<file path="src/rtl/fetch_align_queue.sv">
// fetch_align_queue
// Buffers 32-bit fetch words (each with a fetch error code and a prediction
// flag) and extracts one aligned RVC or RVI instruction per cycle at halfword
// granularity, including RVI instructions that straddle two fetch words.
// A lightweight predecode flags branches, direct jumps and indirect jumps.
//
// Ports:
//   s_clk_i, s_rst_i         clock, synchronous active-high reset
//   s_push_i, s_ready_o      fetch word write / queue has room
//   s_word_i, s_ferr_i,      fetch word, its error code and predictor hit
//   s_pred_i
//   s_flush_i,               discard content; first word after the flush
//   s_flush_half_i           starts at this halfword offset
//   s_valid_o, s_pop_i       aligned instruction available / consumed
//   s_instr_o, s_rvc_o       instruction ([31:16]=0 for RVC), 16-bit flag
//   s_ferr_o, s_align_err_o  fetch error, prediction on a split RVI first half
//   s_pred_o, s_pd_cf_o      prediction of last halfword's word, predecode
//   s_count_o                number of stored words
module fetch_align_queue #(
  parameter int DEPTH = 4,
  parameter int CNT_W = $clog2(DEPTH + 1)
) (
  input  logic             s_clk_i,
  input  logic             s_rst_i,
  input  logic             s_push_i,
  output logic             s_ready_o,
  input  logic [31:0]      s_word_i,
  input  logic [2:0]       s_ferr_i,
  input  logic             s_pred_i,
  input  logic             s_flush_i,
  input  logic             s_flush_half_i,
  output logic             s_valid_o,
  input  logic             s_pop_i,
  output logic [31:0]      s_instr_o,
  output logic             s_rvc_o,
  output logic [2:0]       s_ferr_o,
  output logic             s_align_err_o,
  output logic             s_pred_o,
  output logic [1:0]       s_pd_cf_o,
  output logic [CNT_W-1:0] s_count_o
);

  localparam int PTR_W = $clog2(DEPTH);

  logic [31:0]      wordMem_q [DEPTH];
  logic [2:0]       ferrMem_q [DEPTH];
  logic             predMem_q [DEPTH];
  logic [PTR_W-1:0] headPtr_q, headPtr_d, tailPtr_q, tailPtr_d, nextPtr;
  logic [CNT_W-1:0] count_q, count_d;
  logic             off_q, off_d;

  logic [31:0] headWord, nextWord, instrRaw;
  logic [15:0] headHalf;
  logic [2:0]  headFerr, nextFerr, ferrRaw;
  logic        headPred, nextPred, predRaw, rvcRaw;
  logic        isRvi, headErr, spanning, validInt;
  logic        doPush, doPop, deq;
  logic [1:0]  pdRaw;

  // Head and next entries; the next entry only matters for a spanning RVI.
  assign nextPtr  = headPtr_q + 1'b1;
  assign headWord = wordMem_q[headPtr_q];
  assign nextWord = wordMem_q[nextPtr];
  assign headFerr = ferrMem_q[headPtr_q];
  assign nextFerr = ferrMem_q[nextPtr];
  assign headPred = predMem_q[headPtr_q];
  assign nextPred = predMem_q[nextPtr];
  assign headHalf = off_q ? headWord[31:16] : headWord[15:0];
  assign isRvi    = (headHalf[1:0] == 2'b11);
  assign headErr  = (headFerr != 3'b000);
  assign spanning = isRvi && off_q && !headErr;
  assign validInt = (count_q != '0) && (!spanning || (count_q >= CNT_W'(2)));

  assign s_ready_o = (count_q < CNT_W'(DEPTH));
  assign s_count_o = count_q;

  // Build the raw instruction and its side information from registered state.
  // An erroneous head word is emitted at once whatever its length, so the
  // decoder sees the error; its upper bits are only meaningful for a full RVI.
  always_comb begin
    instrRaw = {16'h0000, headHalf};
    rvcRaw   = 1'b0;
    ferrRaw  = 3'b000;
    predRaw  = headPred;
    if (headErr) begin
      ferrRaw = headFerr;
      if (isRvi && !off_q) begin
        instrRaw = headWord;
      end
    end else if (!isRvi) begin
      rvcRaw  = 1'b1;
      predRaw = off_q ? headPred : 1'b0;
    end else if (!off_q) begin
      instrRaw = headWord;
    end else begin
      instrRaw = {nextWord[15:0], headWord[31:16]};
      ferrRaw  = nextFerr;
      predRaw  = nextPred;
    end
  end

  // Predecode only looks at opcode/funct fields; illegal encodings pass
  // through. c.jr/c.jalr need rs1!=0 and rs2=0 to exclude c.mv/c.add/c.ebreak.
  always_comb begin
    pdRaw = 2'b00;
    if (!isRvi) begin
      if (instrRaw[1:0] == 2'b01) begin
        case (instrRaw[15:13])
          3'b001, 3'b101: pdRaw = 2'b10;
          3'b110, 3'b111: pdRaw = 2'b01;
          default:        pdRaw = 2'b00;
        endcase
      end else if (instrRaw[1:0] == 2'b10 && instrRaw[15:13] == 3'b100 &&
                   instrRaw[11:7] != 5'd0 && instrRaw[6:2] == 5'd0) begin
        pdRaw = 2'b11;
      end
    end else begin
      case (instrRaw[6:0])
        7'b1100011: pdRaw = 2'b01;
        7'b1101111: pdRaw = 2'b10;
        7'b1100111: pdRaw = (instrRaw[14:12] == 3'b000) ? 2'b11 : 2'b00;
        default:    pdRaw = 2'b00;
      endcase
    end
  end

  // Data outputs are forced to zero whenever no instruction is presented.
  assign s_valid_o     = validInt;
  assign s_instr_o     = validInt ? instrRaw : 32'h0;
  assign s_rvc_o       = validInt && rvcRaw;
  assign s_ferr_o      = validInt ? ferrRaw : 3'b000;
  assign s_align_err_o = validInt && spanning && headPred;
  assign s_pred_o      = validInt && predRaw;
  assign s_pd_cf_o     = validInt ? pdRaw : 2'b00;

  // Next-state: decide whether a pop consumes the head word and where the
  // halfword offset lands. A spanning RVI frees only the first word and
  // leaves the offset at the upper half of the following word. Flush wins.
  always_comb begin
    doPush    = s_push_i && s_ready_o;
    doPop     = s_pop_i && validInt;
    deq       = 1'b0;
    off_d     = off_q;
    if (doPop) begin
      if (headErr) begin
        deq   = 1'b1;
        off_d = 1'b0;
      end else if (!isRvi) begin
        deq   = off_q;
        off_d = !off_q;
      end else begin
        deq   = 1'b1;
        off_d = off_q;
      end
    end
    headPtr_d = deq ? nextPtr : headPtr_q;
    tailPtr_d = doPush ? tailPtr_q + 1'b1 : tailPtr_q;
    count_d   = count_q + CNT_W'(doPush) - CNT_W'(deq);
    if (s_flush_i) begin
      headPtr_d = '0;
      tailPtr_d = '0;
      count_d   = '0;
      off_d     = s_flush_half_i;
    end
  end

  // Control state register; reset behaves as a flush to offset zero.
  always_ff @(posedge s_clk_i) begin
    if (s_rst_i) begin
      headPtr_q <= '0;
      tailPtr_q <= '0;
      count_q   <= '0;
      off_q     <= 1'b0;
    end else begin
      headPtr_q <= headPtr_d;
      tailPtr_q <= tailPtr_d;
      count_q   <= count_d;
      off_q     <= off_d;
    end
  end

  // Entry storage needs no reset: every output is gated by the count.
  always_ff @(posedge s_clk_i) begin
    if (doPush && !s_flush_i && !s_rst_i) begin
      wordMem_q[tailPtr_q] <= s_word_i;
      ferrMem_q[tailPtr_q] <= s_ferr_i;
      predMem_q[tailPtr_q] <= s_pred_i;
    end
  end

  // Occupancy must stay within 0..DEPTH.
  assert property (@(posedge s_clk_i) disable iff (s_rst_i)
                   count_q <= CNT_W'(DEPTH));
  assert property (@(posedge s_clk_i) disable iff (s_rst_i)
                   !(deq && count_q == '0));

endmodule

</file>
<file path="config.mk">
export PLATFORM = sky130hd
export DESIGN_NAME = fetch_align_queue
export DESIGN_NICKNAME = d
export VERILOG_FILES = /design/src/rtl/fetch_align_queue.sv
export SDC_FILE = /design/constraint.sdc
export NUM_CORES = 1
export LEC_CHECK = 0
export CAP_MARGIN = 0
export CORE_MARGIN = 8
export CORE_UTILIZATION = 30
export DETAILED_ROUTE_END_ITERATION = 8
export PLACE_DENSITY = 0.52
export SLEW_MARGIN = 20
export SYNTH_ARGS = -nofsm -noshare
export SYNTH_HDL_FRONTEND = slang
export SYNTH_SLANG_ARGS = --single-unit
</file>
<file path="constraint.sdc">
create_clock -name s_clk_i -period 9 [get_ports s_clk_i]
set_clock_uncertainty 0.1 [all_clocks]
set_input_delay 1.8 -clock s_clk_i [delete_from_list [all_inputs] [get_ports s_clk_i]]
set_output_delay 1.8 -clock s_clk_i [all_outputs]
set_load 0.02 [all_outputs]
</file>
## Word level (Yosys, flattened, before mapping)

Memory sizes are Yosys's and may differ from the RTL's. A register that Yosys moved wholly into a read port is not among the register bits.
Cells that the tools add are included.

| cells by class | value |
|---|---|
| eq/ne operators | 12 |
| muxes and demuxes | 38 |
| reductions and logical operators | 31 |
| add/subtract/negate cells | 4 |
| magnitude comparators | 2 |

Operators with widths:

| operator | number |
|---|---|
| 32-bit 2-to-1 mux | 5 |
| 2-bit 2-to-1 mux | 11 |
| 7-bit == test (second input constant) | 3 |
| 16-bit 2-to-1 mux | 1 |
| 1-bit logical AND | 15 |
| 1-bit 2-to-1 mux | 15 |
| 3-bit == test (second input constant) | 4 |
| 3-bit 2-to-1 mux | 4 |
| 2-bit one-hot mux with 3 select lines | 1 |
| 3-bit nonzero test | 2 |
| 2-bit OR reduction | 3 |
| 1-bit logical NOT | 5 |
| 5-bit logical NOT | 1 |
| 5-bit nonzero test | 1 |
| 2-bit by 1-bit adder with 2-bit output (second input constant) | 2 |
| 2-bit == test (second input constant) | 2 |
| 2-bit one-hot mux with 2 select lines | 1 |
| 3-bit by 1-bit adder with 3-bit output | 1 |
| 3-bit by 1-bit == test with 1-bit output (second input constant) | 1 |
| 3-bit by 2-bit >= comparator with 1-bit output (second input constant) | 1 |
| 3-bit logical NOT | 1 |
| 3-bit less-than comparator (second input constant) | 1 |
| 3-bit by 2-bit != test with 1-bit output (second input constant) | 1 |
| 3-bit by 1-bit subtractor with 3-bit output | 1 |
| other kinds (4) | 4 |

| word-level totals | value |
|---|---|
| output and inout bits | 45 |
| flip-flop bits (word level) | 8 |
| memories | 3 |
| RAM bits | 144 |
| logic and storage cells | 94 |

Memory list:

| memory | words | bits a word | rd ports | clocked after Yosys merged registers in | wr ports | RTL line | text |
|---|---|---|---|---|---|---|---|
| wordMem_q | 4 | 32 | 2 | 1 | 1 | 45 | `logic [31:0] wordMem_q [DEPTH];` |
| ferrMem_q | 4 | 3 | 2 | 1 | 1 | 46 | `logic [2:0] ferrMem_q [DEPTH];` |
| predMem_q | 4 | 1 | 2 | 1 | 1 | 47 | `logic predMem_q [DEPTH];` |

## Depth between registers and ports, before layout

Gate-level depths: netlist (run 1).

| depth | value |
|---|---|
| depth after elaboration | 13 |
| mapped depth | 12 |

## Least setup slack after synthesis (run 1)

OpenSTA, ideal clock, no wires.

| timing path | value |
|---|---|
| path kind | register to output |
| start point | reg (tool-made name) |
| end point | out s_pd_cf_o[1] |
| path buffers | 3 |
| slack | 4,475 ps |
| arrival | 2,625 ps |
| stages on the path, launching flop included | 9 |
| data required time | 7,100 ps |
| cells stage by stage | dfxtp_1 > buf_6 > buf_6 > buf_2 > mux2_2 > mux4_2 > nor3_1 > nor3_1 > nor4_1 |

RTL lines:

| item | RTL line | text |
|---|---|---|
| end, declared | 39 | `output logic [1:0] s_pd_cf_o,` |

==> out/metrics.cfg, run 1 <==
[floorplanning]
rows=56
die-area_um2=28530
initial_core_util=0.3024
coreArea_um2=23190
die_h_um=168.9
ios=87
die_x_um=168.9

[route]
wl_um=17780
drc_errors=0
ant_nets=0
wl_per_cell_um=21.92
viasPerCell=5.022
drt_iter0_markers=267
via_count=4073
dr.pass1.iters=5

[yosys]
synthArstFlopShare=0
avgSynthCellArea_um2=17.89
synthCells=392
yosys.area.top_type=edfxtp_1
synth_cell_types=44
synth_edf_count=144
ys_top_cells_by_area=edfxtp_1, mux4_2, dfxtp_1
ys.flop_type=edfxtp_1
ys_seq_area_frac=0.6451
synth_top_area_frac=0.6166
ys_ff_latch=154
syn_area_um2=7013
syn_nets=441
yosys_warnings=0

[clock_network]
cts_tree=built
cts_root_buffer=clkbuf_16
clk_latency_ns=0.41
clkSinkCount=154
htree_levels=4
post_cts_buffers=0
cts_resized=0
postCtsHoldBufs=0
numCtsBuffers=17
cts_buffer_depth=2
clk_pin_slew_worst_paths_ns=0.06

[sta]
fin_ws_ns=2.508
min_period_ns=6.492
setup_violations=0
tightest_slew_ns=1.073
final_max_slew_viol_count=0
rsz0062_at_grt=false
hold_violations=0
max_clock_freq_ghz=0.1540
finalCritPeriodShare=0.7213
fin_setup_tns_ns=0
max_slew_margin=0.2847
hold_slack_ns=0.5063

[power]
p_switching_mw=0.3706
internal_power_mw=1.329
pwr-share-seq=0.470
combPwrFrac=0.101
vdd_drop_max_v=0.0001093
switching_share=0.2181
p_leak_nw=2.672
power_density_nw_per_um2=192.7
clockPowerShare=0.429

[hold_path]
holdPathEnd=tailPtr_q[0]$_SDFFE_PP0P_
hold_class=reg -> reg
hold-path-cell-count=2
hold_start=tailPtr_q[0]$_SDFFE_PP0P_

[setup_path]
reg2regPathDepth=11
path_depth=7
max_stage_delay_ns=0.89
critPathTopFamily=simple AND/OR/NAND/NOR gates
path_class=reg -> out
endpoint_kind=output port
path_cells=buf_4, mux4_1, nor3_1, and4_1, a22oi_1, nor2_1, clkdlybuf4s50_1
arrival_ns=4.59
cp-start-kind=register
ff2ff_setup_slack_ns=4.66
slowest_stage=dfxtp_2
worst-path-buf-inv=2
cp_max_fo=22
required_ns=7.10
r2r-end=s_count_o[2]$_SDFF_PP0_

[global_route]
grt-ovfl-total=0
antenna_found_initial=0
grt_max_degree=37
grt_pass1_vias=4330
grt_usage=0.1274
grt_pass1_wl_um=26810

[finish]
drive_above_1_share=0.2297
nets=528
area_delta_synth_final_pct=25.73
diodes=0
final_cells=811

[place]
hpwl_um=11640
portBuffers=86
pre_cts_ws_ns=2.812
dp_cells=779
gp_congestion=0.7061

[status]
status=complete, no violations

[flow_run]
drv_cap=0

[synth_stat cells, types with 2 or more instances]
| master | n |
|---|---|
| mux2_4 | 2 |
| nor3_1 | 7 |
| buf_2 | 13 |
| nor2_1 | 39 |
| mux2_2 | 11 |
| buf_6 | 3 |
| a22oi_1 | 15 |
| mux4_2 | 54 |
| o31ai_1 | 3 |
| and3_1 | 6 |
| dfxtp_1 | 10 |
| a21oi_1 | 4 |
| nand2_1 | 2 |
| o21ai_0 | 3 |
| nand3_1 | 4 |
| mux2i_1 | 11 |
| and2_1 | 6 |
| nor4_1 | 6 |
| or3_1 | 2 |
| xnor2_1 | 3 |
| inv_1 | 7 |
| edfxtp_1 | 144 |
| a31oi_1 | 2 |
| a221oi_1 | 2 |
| clkbuf_1 | 9 |
| ha_1 | 6 |
[worst max-delay path by stage]
stage / end / startpoint
floorplan: s_pd_cf_o[1] / register
global placement: s_instr_o[30] / register
detailed placement: s_instr_o[20] / register
CTS: s_instr_o[20] / register
global route: s_instr_o[20] / register
finish: s_instr_o[25] / register
[registers in the layout, indices dropped and copies added (netlist names), named ones only]
register / count
headPtr_q: 2
predMem_q: 4
tailPtr_q: 2
off_q: 1
ferrMem_q: 12
wordMem_q: 128
s_count_o: 3
[metal layers]
metal	track usage	up-vias	part of all wire
met5	0	-	0
met4	0.04076	0	0.012
met3	0.03145	13	0.059
met2	0.2038	153	0.49
met1	0.1676	2118	0.44
li1	-	1789	-
[kinds of logic after synthesis]
logic type,synth area share
buffers and inverters,0.02319
AOI/OAI and AO/OA,0.04318
DFF,0.6451
xor gates and xnor gates,0.003747
and+or+nand+nor,0.05317
muxes,0.2180
adders and majority gates,0.01356
[placed cells by master, fill, tap and decap left out, types with 3 or more instances in the layout]
master / n
edfxtp_1: 144
clkdlybuf4s50_1: 86
mux4_2: 54
nor2_1: 39
clkbuf_16: 17
a22oi_1: 15
mux2_2: 11
mux2i_1: 11
dfxtp_1: 9
inv_1: 7
buf_4: 7
nor4_1: 6
nor3_1: 6
and2_1: 6
ha_1: 6
nand3_1: 4
a21oi_1: 4
bufinv_16: 4
o21ai_0: 3
o31ai_1: 3
and3_1: 3
and3_2: 3
xnor2_1: 3
clkinv_2: 3
clkinv_1: 3
[tightest hold or removal path: cells and delay by family, from the launching register on]
family,cells,cell delay [ns]
xor gates and xnor gates,1,0.17
DFF,1,0.35
and+or+nand+nor,1,0.04
[power groups by stage]
stage	Clock (mW)	Combinational [mW]	Sequential (mW)
after floorplan	0	0.0941	0.812
after global placement	0	0.171	0.813
after detailed placement	0	0.174	0.814
after CTS	0.743	0.174	0.799
after global routing	0.766	0.185	0.800
final	0.729	0.171	0.799
[layout make-up]
class / instances / area (um^2)
fill: 2139 / 14380
sequential: 154 / 4526
multi-input combinational: 205 / 2341
timing repair buffer: 93 / 913.4
clock buffer: 18 / 429.2
tap: 319 / 399.1
clock inverter: 14 / 178.9
inverter: 8 / 30.03
[metrics by stage]
| stage | instance area (um^2) | power [mW] | utilization |
|---|---|---|---|
| 6_report | 8817 | 1.699 | 0.3802 |
| 5_1_grt | 8817 | 1.750 | 0.3802 |
| 4_1_cts | 8817 | 1.716 | 0.3802 |
| 3_5_place_dp | 8209 | 0.9877 | 0.3540 |
| 3_3_place_gp | 8209 | 0.9846 | 0.3540 |
| 2_1_floorplan | 7013 | 0.9062 | - |
Power figures use the tool's default switching activity.
==> run 2, diff against run 1 <==
==> constraint.sdc (replaced) <==
create_clock -name s_clk_i -period 6.2 [get_ports s_clk_i]
set_clock_uncertainty 0.1 [all_clocks]
set_input_delay 1.24 -clock s_clk_i [delete_from_list [all_inputs] [get_ports s_clk_i]]
set_output_delay 1.24 -clock s_clk_i [all_outputs]
set_load 0.02 [all_outputs]
==> out/metrics.cfg, run 2 (synthesis gave the netlist of run 1 again) <==
[status]
status=complete, no violations  ; unchanged

[floorplanning]
die_x_um=168.9  ; unchanged
initial_core_util=0.3024  ; unchanged
die-area_um2=28530  ; unchanged
die_h_um=168.9  ; unchanged
coreArea_um2=23190  ; unchanged
rows=56  ; unchanged
ios=87  ; unchanged

[power]
p_leak_nw=2.710  ; was 2.672 nW
pwr-share-seq=0.464  ; was 0.470
switching_share=0.2114  ; was 0.2181
p_switching_mw=0.5297  ; was 0.3706 mW
clockPowerShare=0.437  ; was 0.429
combPwrFrac=0.099  ; was 0.101
internal_power_mw=1.976  ; was 1.329 mW
vdd_drop_max_v=0.0001464  ; was 0.0001093 V
power_mw=2.506  ; was 1.699 mW
power_density_nw_per_um2=282.3  ; was 192.7 nW/um^2

[finish]
reg_top3=wordMem_q: 128 flops, ferrMem_q: 12 flops, predMem_q: 4 flops  ; unchanged
largest_reg_flops=128  ; unchanged
diodes=0  ; unchanged
nets=532  ; was 528
largest_register=wordMem_q  ; unchanged
fin_area_um2=8876  ; was 8817 um^2
area_delta_synth_final_pct=26.57  ; was 25.73%
final_util=0.3827  ; was 0.3802
final_cells=815  ; was 811
mostFrequentLayoutCells=edfxtp_1, clkdlybuf4s50_1, mux4_2  ; unchanged
drive_above_1_share=0.2379  ; was 0.2297
final_common_cell=edfxtp_1  ; unchanged

[global_route]
grt-ovfl-total=0  ; unchanged
antenna_found_initial=0  ; unchanged
grt_usage=0.1306  ; was 0.1274
grt_max_degree=37  ; unchanged
grt_pass1_vias=4563  ; was 4330
grt_pass1_wl_um=27400  ; was 26810 um

[sta]
rsz0062_at_grt=false  ; unchanged
min_period_ns=5.531
fin_setup_tns_ns=0  ; unchanged
fin_ws_ns=0.6689  ; was 2.508 ns
tightest_slew_ns=0.9944  ; was 1.073 ns
final_max_slew_viol_count=0  ; unchanged
hold_violations=0  ; unchanged
hold_slack_ns=0.4880  ; was 0.5063 ns
max_slew_margin=0.3370  ; was 0.2847
finalCritPeriodShare=0.8921
max_clock_freq_ghz=0.1808
setup_violations=0  ; unchanged

[place]
dp_cells=783  ; was 779
hpwl_um=11800  ; was 11640 um
portBuffers=86  ; unchanged
gp_congestion=0.7475  ; was 0.7061
placed_cell_area_um2=8237  ; was 8209 um^2
pre_cts_ws_ns=1.036  ; was 2.812 ns

[setup_path]
reg2regPathDepth=10  ; was 11
required_ns=4.86  ; was 7.10 ns
ff2ff_setup_slack_ns=2.33  ; was 4.66 ns
path_class=reg -> out  ; unchanged
cp-start-kind=register  ; unchanged
cp_max_fo=20  ; was 22
r2r-end=s_count_o[2]$_SDFF_PP0_  ; unchanged
endpoint_kind=output port  ; unchanged
arrival_ns=4.19  ; was 4.59 ns
endpoint=s_pd_cf_o[1]  ; was s_instr_o[25]

[clock_network]
cts_resized=0  ; unchanged
clk_pin_slew_worst_paths_ns=0.06  ; about the same
post_cts_buffers=0  ; unchanged
cts_root_buffer=clkbuf_16  ; unchanged
clkSinkCount=154  ; unchanged
clk_latency_ns=0.41  ; about the same
cts_tree=built  ; unchanged
numCtsBuffers=17  ; unchanged
htree_levels=4  ; unchanged
postCtsHoldBufs=0  ; unchanged
cts_buffer_depth=2  ; unchanged

[route]
drc_errors=0  ; unchanged
dr.pass1.iters=4  ; was 5
via_count=4032  ; was 4073
viasPerCell=4.947  ; was 5.022
ant_nets=0  ; unchanged
wl_um=18010  ; was 17780 um
wl_per_cell_um=22.10  ; was 21.92 um
drt_iter0_markers=242  ; was 267

[flow_run]
drv_cap=0  ; unchanged

[hold_path]
hold_class=reg -> reg  ; unchanged
hold-path-cell-count=2  ; unchanged

## run 2: area by class of cell
type | count | area, um^2
Sequential cell | 154 | 4526
Clock inverter | 8 | 140.1
Tap cell | 319 | 399.1
Timing Repair Buffer | 97 | 943.4
Fill cell | 2138 | 14320
Multi-Input combinational cell | 205 | 2346
Inverter | 8 | 30.03
Clock buffer | 24 | 491.7
## run 2: power by group through the flow
stage	Sequential, mW	Combinational (mW)	Clock, mW
2_1_floorplan	1.18	0.137	0
3_3_place_gp	1.18	0.247	0
3_5_place_dp	1.18	0.250	0
4_1_cts	1.16	0.251	1.11
5_1_grt	1.16	0.267	1.16
6_report	1.16	0.248	1.10
## run 2: worst max-delay path, cell delays in order (launching register included)
cell	delay, ns
dfxtp_2	0.86
buf_4	0.38
buf_4	0.27
mux2_2	0.37
mux4_2	0.51
nor3_1	0.19
nor3_1	0.07
nor4_1	0.41
clkdlybuf4s50_1	0.72
## run 2: per-layer routing
metal | wire, um | global-route usage
met2 | 8650 | 0.2105
met5 | 0 | 0
met1 | 7722 | 0.1665
met3 | 1346 | 0.03378
met4 | 291 | 0.04969
## run 2: worst min path at each step
stage	start	to	slack (ns)
4_1_cts	tailPtr_q[0]$_SDFFE_PP0P_	tailPtr_q[0]$_SDFFE_PP0P_	0.50
6_report	tailPtr_q[0]$_SDFFE_PP0P_	tailPtr_q[0]$_SDFFE_PP0P_	0.49
3_3_place_gp	tailPtr_q[0]$_SDFFE_PP0P_	tailPtr_q[0]$_SDFFE_PP0P_	0.46
3_5_place_dp	tailPtr_q[0]$_SDFFE_PP0P_	tailPtr_q[0]$_SDFFE_PP0P_	0.48
5_1_grt	tailPtr_q[0]$_SDFFE_PP0P_	tailPtr_q[0]$_SDFFE_PP0P_	0.55
2_1_floorplan	tailPtr_q[0]$_SDFFE_PP0P_	tailPtr_q[0]$_SDFFE_PP0P_	0.44
==> run 3, diff against run 2 <==
--- a/config.mk
+++ b/config.mk
@@ -9,7 +9,9 @@
 export CORE_MARGIN = 8
 export CORE_UTILIZATION = 30
 export DETAILED_ROUTE_END_ITERATION = 8
-export PLACE_DENSITY = 0.52
+export DONT_BUFFER_PORTS = 1
+export PLACE_DENSITY = 0.48
+export SETUP_SLACK_MARGIN = 0.2
 export SLEW_MARGIN = 20
 export SYNTH_ARGS = -nofsm -noshare
 export SYNTH_HDL_FRONTEND = slang
==> out/metrics.cfg, run 3 (synthesis gave the netlist of run 1 again) <==
[status]
status=complete, no violations  ; unchanged

[route]
drc_errors=0  ; unchanged
via_count=3682  ; was 4032
viasPerCell=5.072  ; was 4.947
dr.pass1.iters=4  ; unchanged
ant_nets=0  ; unchanged
wl_per_cell_um=24.90  ; was 22.10 um
wl_um=18080  ; was 18010 um
drt_iter0_markers=248  ; was 242

[sta]
final_max_slew_viol_count=0  ; unchanged
finalCritPeriodShare=0.8217  ; was 0.8921
rsz0062_at_grt=false  ; unchanged
fin_setup_tns_ns=0  ; unchanged
max_clock_freq_ghz=0.1963  ; was 0.1808 GHz
hold_violations=0  ; unchanged
tightest_slew_ns=1.084  ; was 0.9944 ns
max_slew_margin=0.2775  ; was 0.3370
fin_ws_ns=1.106  ; was 0.6689 ns
setup_violations=0  ; unchanged
min_period_ns=5.094  ; was 5.531 ns

[power]
vdd_drop_max_v=0.0001332  ; was 0.0001464 V
power_density_nw_per_um2=299.0  ; was 282.3 nW/um^2
p_leak_nw=2.344  ; was 2.710 nW

[global_route]
met2_usage=0.2110  ; was 0.2105
met1_usage=0.1515  ; was 0.1665
use_met3=0.05847  ; was 0.03378
grt-ovfl-total=0  ; unchanged
grt_pass1_wl_um=26520  ; was 27400 um
antenna_found_initial=0  ; unchanged
grt_usage=0.1297  ; was 0.1306
grt_max_degree=37  ; unchanged
busiest_layer=met2  ; unchanged
grt_pass1_vias=3950  ; was 4563

[finish]
largest_reg_flops=128  ; unchanged
reg_top3=wordMem_q: 128 flops, ferrMem_q: 12 flops, predMem_q: 4 flops  ; unchanged
mostFrequentLayoutCells=edfxtp_1, mux4_2, nor2_1  ; was edfxtp_1, clkdlybuf4s50_1, mux4_2
nets=444  ; was 532
final_common_cell=edfxtp_1  ; unchanged
area_delta_synth_final_pct=13.67  ; was 26.57%
diodes=0  ; unchanged
largest_register=wordMem_q  ; unchanged
drive_above_1_share=0.2924  ; was 0.2379

[place]
pre_cts_ws_ns=1.483  ; was 1.036 ns
gp_congestion=0.7060  ; was 0.7475
hpwl_um=11810  ; was 11800 um
portBuffers=0  ; was 86

[clock_network]
clkSinkCount=154  ; unchanged
clk_latency_ns=0.41  ; about the same
postCtsHoldBufs=0  ; unchanged
numCtsBuffers=17  ; unchanged
post_cts_buffers=0  ; unchanged
cts_buffer_depth=2  ; unchanged
cts_resized=0  ; unchanged
htree_levels=4  ; unchanged
clk_pin_slew_worst_paths_ns=0.06  ; about the same
cts_root_buffer=clkbuf_16  ; unchanged
cts_tree=built  ; unchanged

[flow_run]
drv_cap=0  ; unchanged

[setup_path]
arrival_ns=3.75  ; was 4.19 ns
cp_max_fo=22  ; was 20
endpoint_kind=output port  ; unchanged
reg2regPathDepth=10  ; unchanged
path_class=reg -> out  ; unchanged
required_ns=4.86  ; about the same
cp-start-kind=register  ; unchanged

[floorplanning]
die-area_um2=28530  ; unchanged
die_x_um=168.9  ; unchanged
die_h_um=168.9  ; unchanged
initial_core_util=0.3024  ; unchanged
rows=56  ; unchanged
coreArea_um2=23190  ; unchanged
ios=87  ; unchanged

[hold_path]
hold-path-cell-count=2  ; unchanged
hold_class=reg -> reg  ; unchanged

==> run 3: changes by cell type in the layout (fill, tap and decap cells not counted), sizes merged <==
cell	change
clkbuf	-7
clkinv	+1
buf	-2
clkinvlp	+5
inv	+1
clkdlybuf4s50	-86
bufinv	-1
==> run 3: final cells by class <==
type,count,area (um^2)
timing repair buffer,9,67.56
clock buffer,17,425.4
multi-input combinational,205,2347
sequential,154,4527
inverter,8,30.03
clock inverter,14,175.2
fill,2175,15220
tap,319,399.1
==> run 3: power by group <==
part	internal, mW	switching [mW]	total [mW]
Sequential	1.15	0.0127	1.16
Clock	0.632	0.414	1.05
Combinational	0.0576	0.116	0.174
Total	1.84	0.543	2.38
==> run 3: final timing paths <==
path,startpoint,endpoint,slack (ns)
setup / recovery,register,s_pd_cf_o[0],1.11
hold / removal,tailPtr_q[0]$_SDFFE_PP0P_,tailPtr_q[0]$_SDFFE_PP0P_,0.48
setup reg to reg,register,s_count_o[2]$_SDFF_PP0_,2.47
hold reg to reg,tailPtr_q[0]$_SDFFE_PP0P_,tailPtr_q[0]$_SDFFE_PP0P_,0.48
==> run 3: layer usage <==
layer / share of wire / vias up
met5: 0 / -
met3: 0.11 / 14
met1: 0.39 / 1919
met4: 0.012 / 0
met2: 0.49 / 135
li1: - / 1614
==> run 3: worst max-delay path, stage by stage (launching register included) <==
cell     delay (ns)
dfxtp_2        0.75
buf_4          0.52
mux4_2         0.55
mux2_2         0.31
nor4_1         0.21
a41oi_1        0.18
nor3_1         0.80
==> run 3: per-stage QoR <==
step | power, mW | hold WS (ns) | area (um^2) | util | std cells
2_1_floorplan | 1.315 | 0.4382 | 7013 | - | 392
3_5_place_dp | 1.363 | 0.4698 | 7371 | 0.3178 | 695
4_1_cts | 2.408 | 0.4808 | 7971 | 0.3437 | 726
6_report | 2.383 | 0.4829 | 7971 | 0.3437 | 726
3_3_place_gp | 1.360 | 0.4639 | 7360 | 0.3173 | 695
5_1_grt | 2.459 | 0.5361 | 7971 | 0.3437 | 726
